==> src/rtl/mips_multicycle_ctrl.sv <==
// Moore control FSM for the multicycle MIPS core.
// Sequences the shared ALU through fetch, decode, address calculation,
// execute and writeback, and strobes the PC, IR, memory and register file.
module mips_multicycle_ctrl #(
  parameter logic [5:0] OP_RTYPE = 6'b000000,
  parameter logic [5:0] OP_LW    = 6'b100011,
  parameter logic [5:0] OP_SW    = 6'b101011,
  parameter logic [5:0] OP_BEQ   = 6'b000100,
  parameter logic [5:0] OP_ADDI  = 6'b001000,
  parameter logic [5:0] OP_J     = 6'b000010
) (
  input  logic       clk,
  input  logic       reset,
  input  logic [5:0] op,
  input  logic [5:0] funct,
  input  logic       zero,
  output logic       iord,
  output logic       alusrca,
  output logic [1:0] alusrcb,
  output logic [2:0] aluop,
  output logic [1:0] pcsrc,
  output logic       irwrite,
  output logic       memwrite,
  output logic       regwrite,
  output logic       regdst,
  output logic       memtoreg,
  output logic       pc_en,
  output logic       illegal_op,
  output logic [3:0] state
);

  typedef enum logic [3:0] {
    S_FETCH  = 4'd0,
    S_DECODE = 4'd1,
    S_MEMADR = 4'd2,
    S_MEMRD  = 4'd3,
    S_MEMWB  = 4'd4,
    S_MEMWR  = 4'd5,
    S_EXEC   = 4'd6,
    S_ALUWB  = 4'd7,
    S_BRANCH = 4'd8,
    S_ADDIEX = 4'd9,
    S_ADDIWB = 4'd10,
    S_JUMP   = 4'd11
  } state_t;

  state_t state_q, state_d;
  logic   pcwrite;
  logic   branch;

  assign state = state_q;

  // State register; reset returns to FETCH immediately, aborting any instruction.
  always_ff @(posedge clk or posedge reset) begin
    if (reset) state_q <= S_FETCH;
    else       state_q <= state_d;
  end

  // Next-state and Moore output decode; strobes are masked while reset is high.
  always_comb begin
    state_d    = S_FETCH;
    iord       = 1'b0;
    alusrca    = 1'b0;
    alusrcb    = 2'b00;
    aluop      = 3'b000;
    pcsrc      = 2'b00;
    irwrite    = 1'b0;
    memwrite   = 1'b0;
    regwrite   = 1'b0;
    regdst     = 1'b0;
    memtoreg   = 1'b0;
    illegal_op = 1'b0;
    pcwrite    = 1'b0;
    branch     = 1'b0;
    unique case (state_q)
      S_FETCH: begin
        alusrcb = 2'b01;
        aluop   = 3'b010;
        irwrite = 1'b1;
        pcwrite = 1'b1;
        state_d = S_DECODE;
      end
      S_DECODE: begin
        alusrcb = 2'b11;
        aluop   = 3'b010;
        if (op == OP_LW || op == OP_SW) state_d = S_MEMADR;
        else if (op == OP_RTYPE)        state_d = S_EXEC;
        else if (op == OP_BEQ)          state_d = S_BRANCH;
        else if (op == OP_ADDI)         state_d = S_ADDIEX;
        else if (op == OP_J)            state_d = S_JUMP;
        else                            illegal_op = 1'b1;
      end
      S_MEMADR: begin
        alusrca = 1'b1;
        alusrcb = 2'b10;
        aluop   = 3'b010;
        state_d = (op == OP_LW) ? S_MEMRD : S_MEMWR;
      end
      S_MEMRD: begin
        iord    = 1'b1;
        state_d = S_MEMWB;
      end
      S_MEMWB: begin
        memtoreg = 1'b1;
        regwrite = 1'b1;
      end
      S_MEMWR: begin
        iord     = 1'b1;
        memwrite = 1'b1;
      end
      S_EXEC: begin
        alusrca = 1'b1;
        state_d = S_ALUWB;
        case (funct)
          6'b100000: aluop = 3'b010;
          6'b100010: aluop = 3'b110;
          6'b100100: aluop = 3'b000;
          6'b100101: aluop = 3'b001;
          6'b101010: aluop = 3'b111;
          default: begin
            // Unsupported function: flag it and skip writeback.
            aluop      = 3'b010;
            illegal_op = 1'b1;
            state_d    = S_FETCH;
          end
        endcase
      end
      S_ALUWB: begin
        regdst   = 1'b1;
        regwrite = 1'b1;
      end
      S_BRANCH: begin
        alusrca = 1'b1;
        aluop   = 3'b110;
        pcsrc   = 2'b01;
        branch  = 1'b1;
      end
      S_ADDIEX: begin
        alusrca = 1'b1;
        alusrcb = 2'b10;
        aluop   = 3'b010;
        state_d = S_ADDIWB;
      end
      S_ADDIWB: begin
        regwrite = 1'b1;
      end
      S_JUMP: begin
        pcsrc   = 2'b10;
        pcwrite = 1'b1;
      end
      default: state_d = S_FETCH;
    endcase

    pc_en = pcwrite | (branch & zero);

    if (reset) begin
      irwrite    = 1'b0;
      memwrite   = 1'b0;
      regwrite   = 1'b0;
      pc_en      = 1'b0;
      illegal_op = 1'b0;
    end
  end

endmodule

==> config.mk <==
export PLATFORM = sky130hd
export DESIGN_NAME = mips_multicycle_ctrl
export DESIGN_NICKNAME = d
export VERILOG_FILES = /design/src/rtl/mips_multicycle_ctrl.sv
export SDC_FILE = /design/constraint.sdc
export NUM_CORES = 1
export LEC_CHECK = 0
export CORE_MARGIN = 2
export CORE_UTILIZATION = 40
export CTS_CLUSTER_DIAMETER = 40
export CTS_CLUSTER_SIZE = 25
export DETAILED_ROUTE_END_ITERATION = 8
export GPL_TIMING_DRIVEN = 0
export PLACE_DENSITY = 0.84
export RECOVER_POWER = 100
export SLEW_MARGIN = 20
export SYNTH_ARGS = -nofsm -noshare
export SYNTH_HDL_FRONTEND = slang
export SYNTH_SLANG_ARGS = --single-unit
export TNS_END_PERCENT = 5
==> constraint.sdc <==
create_clock -name clk -period 3.74 [get_ports clk]
set_input_delay 1.122 -clock clk [delete_from_list [all_inputs] [get_ports clk]]
set_output_delay 1.122 -clock clk [all_outputs]
set_load 0.005 [all_outputs]
[Word level (Yosys, flattened, before mapping)]
Cells that the tools add are included.
Storage, ports and cells
  bits in registers: 4
  output and inout port bits: 20
  bits of input ports: 15
Cells by class
  mux-type cells: 33
  reductions and logical operators: 10
  bitwise logic cells: 2
  equal/unequal tests: 21
Operators with widths (count)
  equality test 6 bit (second input constant): 7
  one-hot mux 4 bit (6 select lines): 1
  2-to-1 mux 1 bit: 20
  2-to-1 mux 4 bit: 5
  equality test 4 x 3 -> 1 bit (second input constant): 4
  equality test 4 bit (second input constant): 4
  one-hot mux 3 bit (4 select lines): 1
  one-hot mux 3 bit (3 select lines): 1
  equality test 4 x 2 -> 1 bit (second input constant): 2
  OR reduction 4 bit: 2
  equality test 6 x 2 -> 1 bit (second input constant): 1
  equality test 6 x 3 -> 1 bit (second input constant): 1
  equality test 6 x 4 -> 1 bit (second input constant): 1
  zero test 6 bit: 1
  2-to-1 mux 3 bit: 2
  one-hot mux 2 bit (3 select lines): 1
  OR reduction 2 bit: 3
  OR reduction 5 bit: 1
  equality test 4 x 1 -> 1 bit (second input constant): 1
  zero test 4 bit: 1
  one-hot mux 2 bit (2 select lines): 1
  OR reduction 3 bit: 1
  one-hot mux 1 bit (2 select lines): 1
  bitwise AND 1 bit: 1
  other kinds (2): 2

[Longest topological paths before layout]
Gate-level depths: netlist of the first run.
  depth in word-level cells: 8
  depth in mapped cells: 5
  gate-level depth less buffers: 4

[Least setup slack after synthesis of the first run]
No wires, ideal clock.
  kind: input to output
  start: input port op[4]
  end: output port illegal_op
  setup slack: 0.808 ns
  path buffers: 0
  stages on the path: 3
  arrival time: 1.810 ns
  path through: or3b_4 > o2111ai_1 > a21oi_1
On the way
  longest elaborated chain between the ends: 8
  elaborated cells between the ends (all ways): 14
  those cells by class: 5 x eq/ne; 7 x mux; 2 x reduce/logical
Ends and longest elaborated chain
  start, declared: line 14  | input logic [5:0] op,
  equality test 6 x 2 -> 1 bit: line 90  | else if (op == OP_J) state_d = S_JUMP;
  2-to-1 mux 1 bit: line 90
  2-to-1 mux 1 bit: line 89  | else if (op == OP_ADDI) state_d = S_ADDIEX;
  2-to-1 mux 1 bit: line 88  | else if (op == OP_BEQ) state_d = S_BRANCH;
  2-to-1 mux 1 bit: line 87  | else if (op == OP_RTYPE) state_d = S_EXEC;
  2-to-1 mux 1 bit *: line 86  | if (op == OP_LW || op == OP_SW) state_d = S_MEMADR;
  one-hot mux 1 bit (2 select lines) *: line 75  | unique case (state_q)
  2-to-1 mux 1 bit *: line 156  | if (reset) begin
  end, declared: line 28  | output logic illegal_op,
Every way passes the cells marked *; elsewhere a longest branch is shown, timed or not.

[Worst setup path after layout of the first run]
  start: input port funct[5]
  end: output port aluop[2]
On the way
  longest elaborated chain between the ends: 3
  elaborated cells between the ends (all ways): 6
  those cells by class: 4 x eq/ne; 2 x mux
Ends and longest elaborated chain
  start, declared: line 15  | input logic [5:0] funct,
  equality test 6 bit: line 114  | case (funct)
  one-hot mux 3 bit (4 select lines) *: line 114
  one-hot mux 3 bit (3 select lines) *: line 75
  end, declared: line 20  | output logic [2:0] aluop,
Marks and branches as above.

==> flow_metrics.env, run 1 <==
export IMPL_ctsHtreeMaxLevel=1
export IMPL_peakVddDrop_mv=0.316
export IMPL_power_density_nw_per_um2=361
export IMPL_numCtsBuffers=3
export IMPL_synth_async_reset_ratio=1.00
export IMPL_grt_max_degree=11
export IMPL_layout_setup_ws_ns=-0.0308
export IMPL_n_fill_cell=126
export IMPL_slew_viol_final=0
export IMPL_tightest_slew_ns=0.469
export IMPL_grt_pass1_vias=657
export IMPL_arrival_ns=2.65
export IMPL_fp_dieH_um=42.8
export IMPL_synth_area_sq_um=602
export IMPL_dpl_hpwl_um=1380
export IMPL_drt_iter0_drc=18
export IMPL_p_int_uw=220
export IMPL_fin_crit_sh=1.01
export IMPL_fin_worst_skew_ns=0.00931
export IMPL_initial_core_util=0.446
export IMPL_setup_violations_final=1
export IMPL_synthFlopType="dfrtp_1"
export IMPL_clock_latency_ns=0.24
export IMPL_net_switching_power_uw=137
export IMPL_max_freq_mhz=265
export IMPL_synth_top_area_share=0.166
export IMPL_hold_viol=0
export IMPL_io_pins=35
export IMPL_power_share_combinational=0.678
export IMPL_crit_path_end_kind="output port"
export IMPL_synthToLayoutAreaGrowth_pct=64.4
export IMPL_synth_seq_area_share=0.166
export IMPL_cts_tree="yes"
export IMPL_die_w_um=42.8
export IMPL_violations="negative setup slack"
export IMPL_syn_nets=96
export IMPL_grt_remaining_overflow=0
export IMPL_yosys_warnings=0
export IMPL_yosysMostFrequentCell="nor2_1"
export IMPL_relSlewSlack=0.687
export IMPL_clk_path_buf_depth=2
export IMPL_crit_type="in -> out"
export IMPL_startpoint_type="input port"
export IMPL_synth_edf_count=0
export IMPL_critPathRequiredTime_ns=2.62
export IMPL_gr_usage_all_layers=0.202
export IMPL_p_sw_frac=0.384
export IMPL_period_needed_ns=3.77
export IMPL_routed_wl_um=1740
export IMPL_hold_start="state[0]"
export IMPL_grt_antenna_before_repair=0
export IMPL_final_layout_size_suffix_gt1_frac=0.153
export IMPL_clk_pin_slew_worst_paths_ns=0.03
export IMPL_run_status="finished, violations left"
export IMPL_wl_per_cell_um=13.1
export IMPL_pwr_share_clk=0.154
export IMPL_synth_area_leader_cell="dfrtp_1"
export IMPL_gp_congestion=0.837
export IMPL_clockRootBuffer="clkbuf_4"
export IMPL_synth_common_cells="9 x nor2_1, 7 x a21oi_1, 7 x nand2_1, 7 x nor3_1, 5 x buf_6"
export IMPL_startpoint="funct[5]"
export IMPL_via_per_inst=5.71
export IMPL_io_buffers=33
export IMPL_avgSynthCellArea_sq_um=7.43
export IMPL_path_max_fanout=4
export IMPL_maxCapViolCount=0
export IMPL_p_leak_nw=0.390
export IMPL_diodes=0
export IMPL_vias=760
export IMPL_reg2reg_from="state[3]"
export IMPL_min_path_type="reg -> reg"
export IMPL_design_core_area_sq_um=1350
export IMPL_die_area_sq_um=1830
export IMPL_grt_first_pass_wirelength_um=2870
export IMPL_drc=0
export IMPL_sequentialPowerShare=0.168
export IMPL_total_power_uw=357
export IMPL_rsz0062_at_grt="true"
export IMPL_synth_area_top_cells="dfrtp_1 17%, buf_6 9.4%, a21oi_1 5.8%, nor3_1 5.8%, nor2_1 5.6%"
export IMPL_ys_seq_elements=4
export IMPL_synthCells=81
export IMPL_ant_nets=0
export IMPL_nNetsFinal=135
export IMPL_rows=13
export IMPL_synth_cell_types=35
export IMPL_first_pass_iters=4
export IMPL_largest_reg_flops=4
export IMPL_pre_cts_slack_ns=-0.286
export IMPL_cts_sinks=4
cells by family (layout without fill, tap and decap cells):
| kind of cell | count (synthesis) | count (layout) | synth area share |
|---|---|---|---|
| XOR/XNOR | 3 | 3 | 0.0437 |
| AND/OR/NAND/NOR | 44 | 44 | 0.435 |
| multiplexers | 3 | 3 | 0.0520 |
| AO/OA/AOI/OAI | 19 | 19 | 0.189 |
| buffers and inverters | 8 | 45 | 0.114 |
| flip-flops | 4 | 4 | 0.166 |
critical path, cell delays in order:
cell	delay (ns)
clkdlybuf4s50_1	0.46
nor2b_4	0.16
nand2_1	0.09
nor4b_2	0.20
or2_1	0.12
clkdlybuf4s50_1	0.49
metrics by stage:
step	hold slack [ns]	TNS, ns	instances	cell area [sq um]	utilization
floorplan	0.605	0	81	602	-
global placement	0.616	-0.412	129	951	0.704
detailed placement	0.632	-0.468	129	951	0.704
CTS	0.635	-0.0954	133	996	0.738
global route	0.682	-0.238	133	990	0.733
finish	0.643	-0.0308	133	990	0.733
layer usage:
layer,vias to the layer above,GRT usage,wire length [um]
met1,346,0.244,752
met2,35,0.352,872
met5,-,0,0
met4,0,0.0375,0
li1,379,-,-
met3,0,0.0596,120
power groups by stage:
stage                     Clock [mW]  Sequential [mW]  Combinational, mW
final                         0.0550           0.0599              0.242
after global routing          0.0589           0.0613              0.264
after CTS                     0.0558           0.0603              0.244
after detailed placement           0           0.0608              0.241
after global placement             0           0.0600              0.237
after floorplan                    0           0.0609              0.124
final timing paths:
path	end	slack, ns	depth (start not counted)
worst max register to register	state[1]	2.28	4
worst min-delay path	state[0]	0.64	2
max in group asynchronous	state[3]	2.68	2
min in group asynchronous	state[1]	0.90	2
worst min register to register	state[0]	0.64	2
worst max-delay path	aluop[2]	-0.03	6
timing repair:
item | 4_1_cts | 5_1_grt
pin swaps | 1 | 0
hold buffers | 0 | 0
buffers inserted | 1 | 0
gates resized for setup | 7 | 3
endpoints found under the hold margin | 0 | 0
endpoints found under the setup margin | 3 | 4
gates cloned | 0 | 0
placed cells by master, fill, tap and decap left out, drive strengths merged, types with 4 or more instances in the layout:
cell type	netlist	layout
nand2	7	7
o21ai	4	4
nor2	10	10
dlygate4sd3	0	8
buf	6	6
clkbuf	0	5
dfrtp	4	4
clkdlybuf4s50	0	21
nand2b	4	4
nor3	8	8
a21oi	8	8
final cells by class:
| type | instances | area (sq um) | share of cell area |
|---|---|---|---|
| Tap cell | 15 | 18.8 | 0.0190 |
| Multi-Input combinational cell | 69 | 459 | 0.464 |
| Sequential cell | 4 | 100 | 0.101 |
| Inverter | 2 | 7.51 | 0.00759 |
| Buffer | 6 | 53.8 | 0.0544 |
| Timing Repair Buffer | 34 | 328 | 0.331 |
| Clock buffer | 3 | 22.5 | 0.0228 |
No activity file was read; power rests on OpenSTA's default activity.
==> run 2, diff against run 1 <==
Settings changed: CORE_MARGIN 2 to 4, GPL_TIMING_DRIVEN 0 to default.
==> run 2 against run 1 <==
Compared with the run above:
- the run now ends clean
- critical endpoint is now aluop[0]
- worst hold slack better by 0.078 ns
- clock power is 6.0% lower
- non-clock buffer count is 5 higher
- largest cell class unchanged
- cell count is 3.8% higher
==> flow_metrics.env, run 2 (synthesis gave the netlist of run 1 again) <==
export IMPL_numCtsBuffers=3
export IMPL_cp_buffers_inverters=2
export IMPL_grt_antenna_before_repair=0
export IMPL_io_pins=35
export IMPL_ant_nets=0
export IMPL_power_density_nw_per_um2=324
export IMPL_slowest_stage="clkdlybuf4s50_1"
export IMPL_initial_core_util=0.440
export IMPL_path_max_fanout=5
export IMPL_max_freq_mhz=271
export IMPL_rr_endpoint="state[2]"
export IMPL_min_path_cells=1
export IMPL_hold_start="state[3]"
export IMPL_first_pass_iters=4
export IMPL_grt_first_pass_wirelength_um=2970
export IMPL_grt_max_degree=18
export IMPL_cts_tree="yes"
export IMPL_vias=756
export IMPL_final_cell_mix="17 x clkdlybuf4s50_1, 14 x dlygate4sd3_1, 10 x buf_4"
export IMPL_grt_remaining_overflow=0
export IMPL_startpoint_type="input port"
export IMPL_via_per_inst=5.48
export IMPL_nNetsFinal=140
export IMPL_grt_pass1_vias=737
export IMPL_peakVddDrop_mv=0.302
export IMPL_rows=13
export IMPL_die_area_sq_um=2190
export IMPL_largest_reg_flops=4
export IMPL_cp_common_cell="clkdlybuf4s50_1"
export IMPL_pre_cts_slack_ns=-0.105
export IMPL_fin_worst_skew_ns=0.000835
export IMPL_gr_usage_all_layers=0.185
export IMPL_rr_worst_depth=4
export IMPL_design_core_area_sq_um=1370
export IMPL_tightest_slew_ns=0.523
export IMPL_layout_setup_ws_ns=0.0470
export IMPL_cp_top_family="buffers and inverters"
export IMPL_period_needed_ns=3.69
export IMPL_synthToLayoutAreaGrowth_pct=67.6
export IMPL_arrival_ns=2.57
export IMPL_setup_violations_final=0
export IMPL_clock_latency_ns=0.23
export IMPL_rsz0062_at_grt="true"
export IMPL_rrSetupSlack_ns=2.19
export IMPL_dpl_hpwl_um=1480
export IMPL_drt_iter0_drc=18
export IMPL_total_power_uw=327
export IMPL_crit_type="in -> out"
export IMPL_n_fill_cell=113
export IMPL_slew_viol_final=0
export IMPL_die_w_um=46.8
export IMPL_wl_per_cell_um=13.1
export IMPL_mostFrequentLayoutCell="clkdlybuf4s50_1"
export IMPL_run_status="completed"
export IMPL_ctsHtreeMaxLevel=1
export IMPL_routed_wl_um=1810
export IMPL_gp_congestion=0.856
export IMPL_clockRootBuffer="clkbuf_4"
export IMPL_cpPeakStageDelay_ns=0.50
export IMPL_clk_path_buf_depth=2
export IMPL_relSlewSlack=0.651
export IMPL_cts_setup_buffers=0
export IMPL_hold_viol=0
export IMPL_maxCapViolCount=0
export IMPL_clk_pin_slew_worst_paths_ns=0.03
export IMPL_io_buffers=34
export IMPL_drc=0
export IMPL_reg2reg_from="state[1]"
export IMPL_fp_dieH_um=46.8
export IMPL_min_path_type="reg -> reg"
export IMPL_crit_chain="clkdlybuf4s50_1, nor4bb_1, a31oi_1, nor2_1, clkdlybuf4s50_1"
export IMPL_cts_sinks=4
export IMPL_diodes=0
export IMPL_fin_crit_sh=0.987
export IMPL_timing_hold_ws_ns=0.721
export IMPL_min_to="state[0]"
export IMPL_critPathRequiredTime_ns=2.62
export IMPL_final_layout_size_suffix_gt1_frac=0.171
export IMPL_crit_path_end_kind="output port"
export IMPL_p_leak_nw=0.413
==> run 2: changes by cell type in the layout (fill, tap and decap cells not counted), moves of 2 or more <==
cell / change
clkdlybuf4s25_1: +2
dlygate4sd2_1: -2
clkdlybuf4s50_1: -4
dlygate4sd3_1: +6
buf_4: +9
buf_6: -4
==> run 2: power breakdown <==
part,total [mW],internal (mW),switching [mW]
clock,0.0517,0.0358,0.0159
sequential,0.0856,0.0524,0.0332
combinational,0.189,0.111,0.0786
total,0.327,0.199,0.128
==> run 2: worst max path at each step <==
stage / start / end / slack (ns) / cells after the start
after floorplan: op[4] / illegal_op / 0.81 / 3
after global placement: op[1] / illegal_op / -0.09 / 5
after detailed placement: op[1] / illegal_op / -0.10 / 5
after CTS: funct[4] / aluop[1] / -0.004 / 7
after global routing: funct[3] / aluop[0] / -0.01 / 5
final: funct[2] / aluop[0] / 0.05 / 5
==> run 2: layout make-up <==
cell class,instances,area [sq um],share of cell area
timing repair buffer,45,418,0.414
clock buffer,3,22.5,0.0223
tap,15,18.8,0.0186
inverter,2,7.51,0.00744
multi-input combinational,69,442,0.438
sequential,4,100,0.0993
==> run 2: routing by layer <==
metal  routed length (um)  part of all wire  track usage  vias up
met5                    0                 0            0        -
met1                  751              0.41        0.209      344
met2                  919              0.51        0.352       30
met3                  131             0.072       0.0153        2
li1                     -                 -            -      380
met4                   12            0.0066       0.0718        0
==> run 2: metrics by stage <==
stage / instance area [sq um] / TNS (ns) / std cells / utilization
2_1_floorplan: 602 / 0 / 81 / -
3_3_place_gp: 982 / -0.123 / 135 / 0.719
3_5_place_dp: 982 / -0.199 / 135 / 0.719
4_1_cts: 1020 / -0.00407 / 138 / 0.746
5_1_grt: 1010 / -0.0130 / 138 / 0.738
6_report: 1010 / 0 / 138 / 0.738
==> run 2: what timing repair did <==
item,4_1_cts,5_1_grt
hold buffers,0,0
resized for setup,5,2
pin swaps,1,0
endpoints found under the setup margin,2,3
gates cloned,0,0
==> run 2: worst reg2reg max path, cell delays in order (launching register included) <==
cell      delay (ns)
dfrtp_1         0.56
and4bb_1        0.34
and4_4          0.16
a31oi_1         0.19
o21ai_0         0.15
==> run 3, diff against run 2 <==
Settings changed: CORE_UTILIZATION 40 to 33, CTS_BUF_LIST from default to sky130_fd_sc_hd__clkbuf_16, PLACE_DENSITY 0.84 to 0.74.
Clock period 3.74 ns to 3 ns, I/O delays scaled along.
==> run 3 against run 2 <==
Compared with the run above:
- the run now ends with negative setup slack left
- non-clock buffer count rose by 4
- via count increased by 1.3%
- critical path depth unchanged
- global-route usage down 2.7 points
- utilization decreased by 9.7 points
- clock skew is essentially flat
- clock power rose to 4.1 times the previous value
- combinational power grew 53%
- worst hold slack worse by 0.012 ns
- critical endpoint is now illegal_op
==> flow_metrics.env, run 3 (synthesis gave the netlist of run 1 again) <==
export IMPL_run_status="finished, violations left"
export IMPL_violations="negative setup slack"
export IMPL_p_leak_nw=0.487
export IMPL_setup_violations_final=1
export IMPL_ant_nets=0
export IMPL_clock_latency_ns=0.22
export IMPL_io_buffers=34
export IMPL_peakVddDrop_mv=0.375
export IMPL_first_pass_iters=4
export IMPL_critPathRequiredTime_ns=2.10
export IMPL_die_w_um=50.7
export IMPL_timing_hold_ws_ns=0.708
export IMPL_dp_cells=149
export IMPL_cts_setup_buffers=0
export IMPL_cts_sinks=4
export IMPL_power_density_nw_per_um2=521
export IMPL_multiInputGateArea_sq_um=460
export IMPL_drc=0
export IMPL_mostFrequentLayoutCell="clkdlybuf4s50_1"
export IMPL_fin_worst_skew_ns=0.00104
export IMPL_fin_crit_sh=1.00
export IMPL_drt_iter0_drc=10
export IMPL_design_core_area_sq_um=1730
export IMPL_hold_viol=0
export IMPL_period_needed_ns=3.01
export IMPL_rsz0062_at_grt="true"
export IMPL_grt_pass1_vias=726
export IMPL_seq_area_sq_um=100
export IMPL_grt_remaining_overflow=0
export IMPL_diodes=0
export IMPL_final_cell_mix="20 x clkdlybuf4s50_1, 13 x buf_4, 9 x nor2_1"
export IMPL_numCtsBuffers=3
export IMPL_crit_path_end_kind="output port"
export IMPL_fp_dieH_um=50.7
export IMPL_cts_tree="yes"
export IMPL_vias=766
export IMPL_initial_core_util=0.349
export IMPL_gp_congestion=0.763
export IMPL_maxCapViolCount=0
export IMPL_clockRootBuffer="clkbuf_16"
export IMPL_via_per_inst=5.04
export IMPL_largest_reg_flops=4
export IMPL_routed_wl_um=2000
export IMPL_n_fill_cell=163
export IMPL_layout_cells_non_filler=152
export IMPL_grt_first_pass_wirelength_um=3110
export IMPL_wl_per_cell_um=13.1
export IMPL_dpl_hpwl_um=1530
export IMPL_grt_max_degree=15
export IMPL_io_pins=35
export IMPL_layout_setup_ws_ns=-0.0130
export IMPL_max_freq_mhz=332
export IMPL_relSlewSlack=0.665
export IMPL_nNetsFinal=144
export IMPL_crit_type="in -> out"
export IMPL_min_path_type="reg -> reg"
export IMPL_synthToLayoutAreaGrowth_pct=84.0
export IMPL_path_max_fanout=2
export IMPL_grt_antenna_before_repair=0
export IMPL_arrival_ns=2.11
export IMPL_tightest_slew_ns=0.502
export IMPL_final_layout_size_suffix_gt1_frac=0.244
export IMPL_startpoint_type="input port"
export IMPL_ctsHtreeMaxLevel=1
export IMPL_clk_pin_slew_worst_paths_ns=0.03
export IMPL_rows=15
export IMPL_gr_usage_all_layers=0.158
export IMPL_die_area_sq_um=2570
export IMPL_slew_viol_final=0
export IMPL_clk_path_buf_depth=2
[run 3: cell count changes in the layout (fill, tap and decap cells not counted), sizes merged]
cell           before  now
clkbuf              4    7
clkdlybuf4s50      17   20
dlygate4sd3        14    1
buf                10   14
dlymetal6s2s        0    4
dlygate4sd2         1    6
clkdlybuf4s25       2    0
[run 3: per-layer routing]
metal / vias up / track usage / share of wire
li1: 388 / - / -
met1: 340 / 0.175 / 0.41
met2: 32 / 0.263 / 0.50
met3: 6 / 0.0445 / 0.066
met4: 0 / 0.0987 / 0.019
met5: - / 0 / 0
[run 3: stage by stage]
step           instance area [sq um]  setup TNS, ns   util  setup slack (ns)  power (mW)
6_report                        1110        -0.0130  0.641           -0.0130       0.577
5_1_grt                         1110        -0.0675  0.641           -0.0675       0.610
4_1_cts                         1110         -0.254  0.642            -0.254       0.586
3_5_place_dp                    1020          -1.64  0.593            -0.403       0.378
3_3_place_gp                    1020          -1.55  0.593            -0.399       0.370
2_1_floorplan                    602              0      -             0.512       0.231
[run 3: final cells by class]
class | instances | area share
clock buffers | 3 | 0.0678
well taps | 25 | 0.0282
inverters | 2 | 0.00678
flip-flops and latches | 4 | 0.0904
multi-input cells | 69 | 0.416
repair buffers | 49 | 0.391
[run 3: final timing paths]
| check | depth (start not counted) | from | endpoint | slack, ns |
|---|---|---|---|---|
| max in group asynchronous | 3 | reset | state[0] | 1.98 |
| hold / removal | 1 | state[2] | state[1] | 0.71 |
| hold reg to reg | 1 | state[2] | state[1] | 0.71 |
| setup reg to reg | 5 | state[0] | state[1] | 1.40 |
| setup / recovery | 5 | op[4] | illegal_op | -0.01 |
| min in group asynchronous | 3 | reset | state[2] | 0.88 |
[run 3: what timing repair did]
action                                  in CTS  in global routing
gates resized for setup                     18                  9
endpoints found under the setup margin       8                  5
hold buffers                                 0                  0
pin swaps                                    5                  2
[run 3: worst max-delay path, stage by stage]
cell and delay [ns]:
clkdlybuf4s50_1 0.44, or3b_4 0.39, o2111ai_2 0.16, a21oi_1 0.08, buf_2 0.13
[run 3: power by group]
part | leakage, nW | internal [mW] | switching, mW
logic | 0.397 | 0.152 | 0.137
clock network | 0.0370 | 0.170 | 0.0394
registers | 0.0532 | 0.0658 | 0.0122
total | 0.487 | 0.388 | 0.189
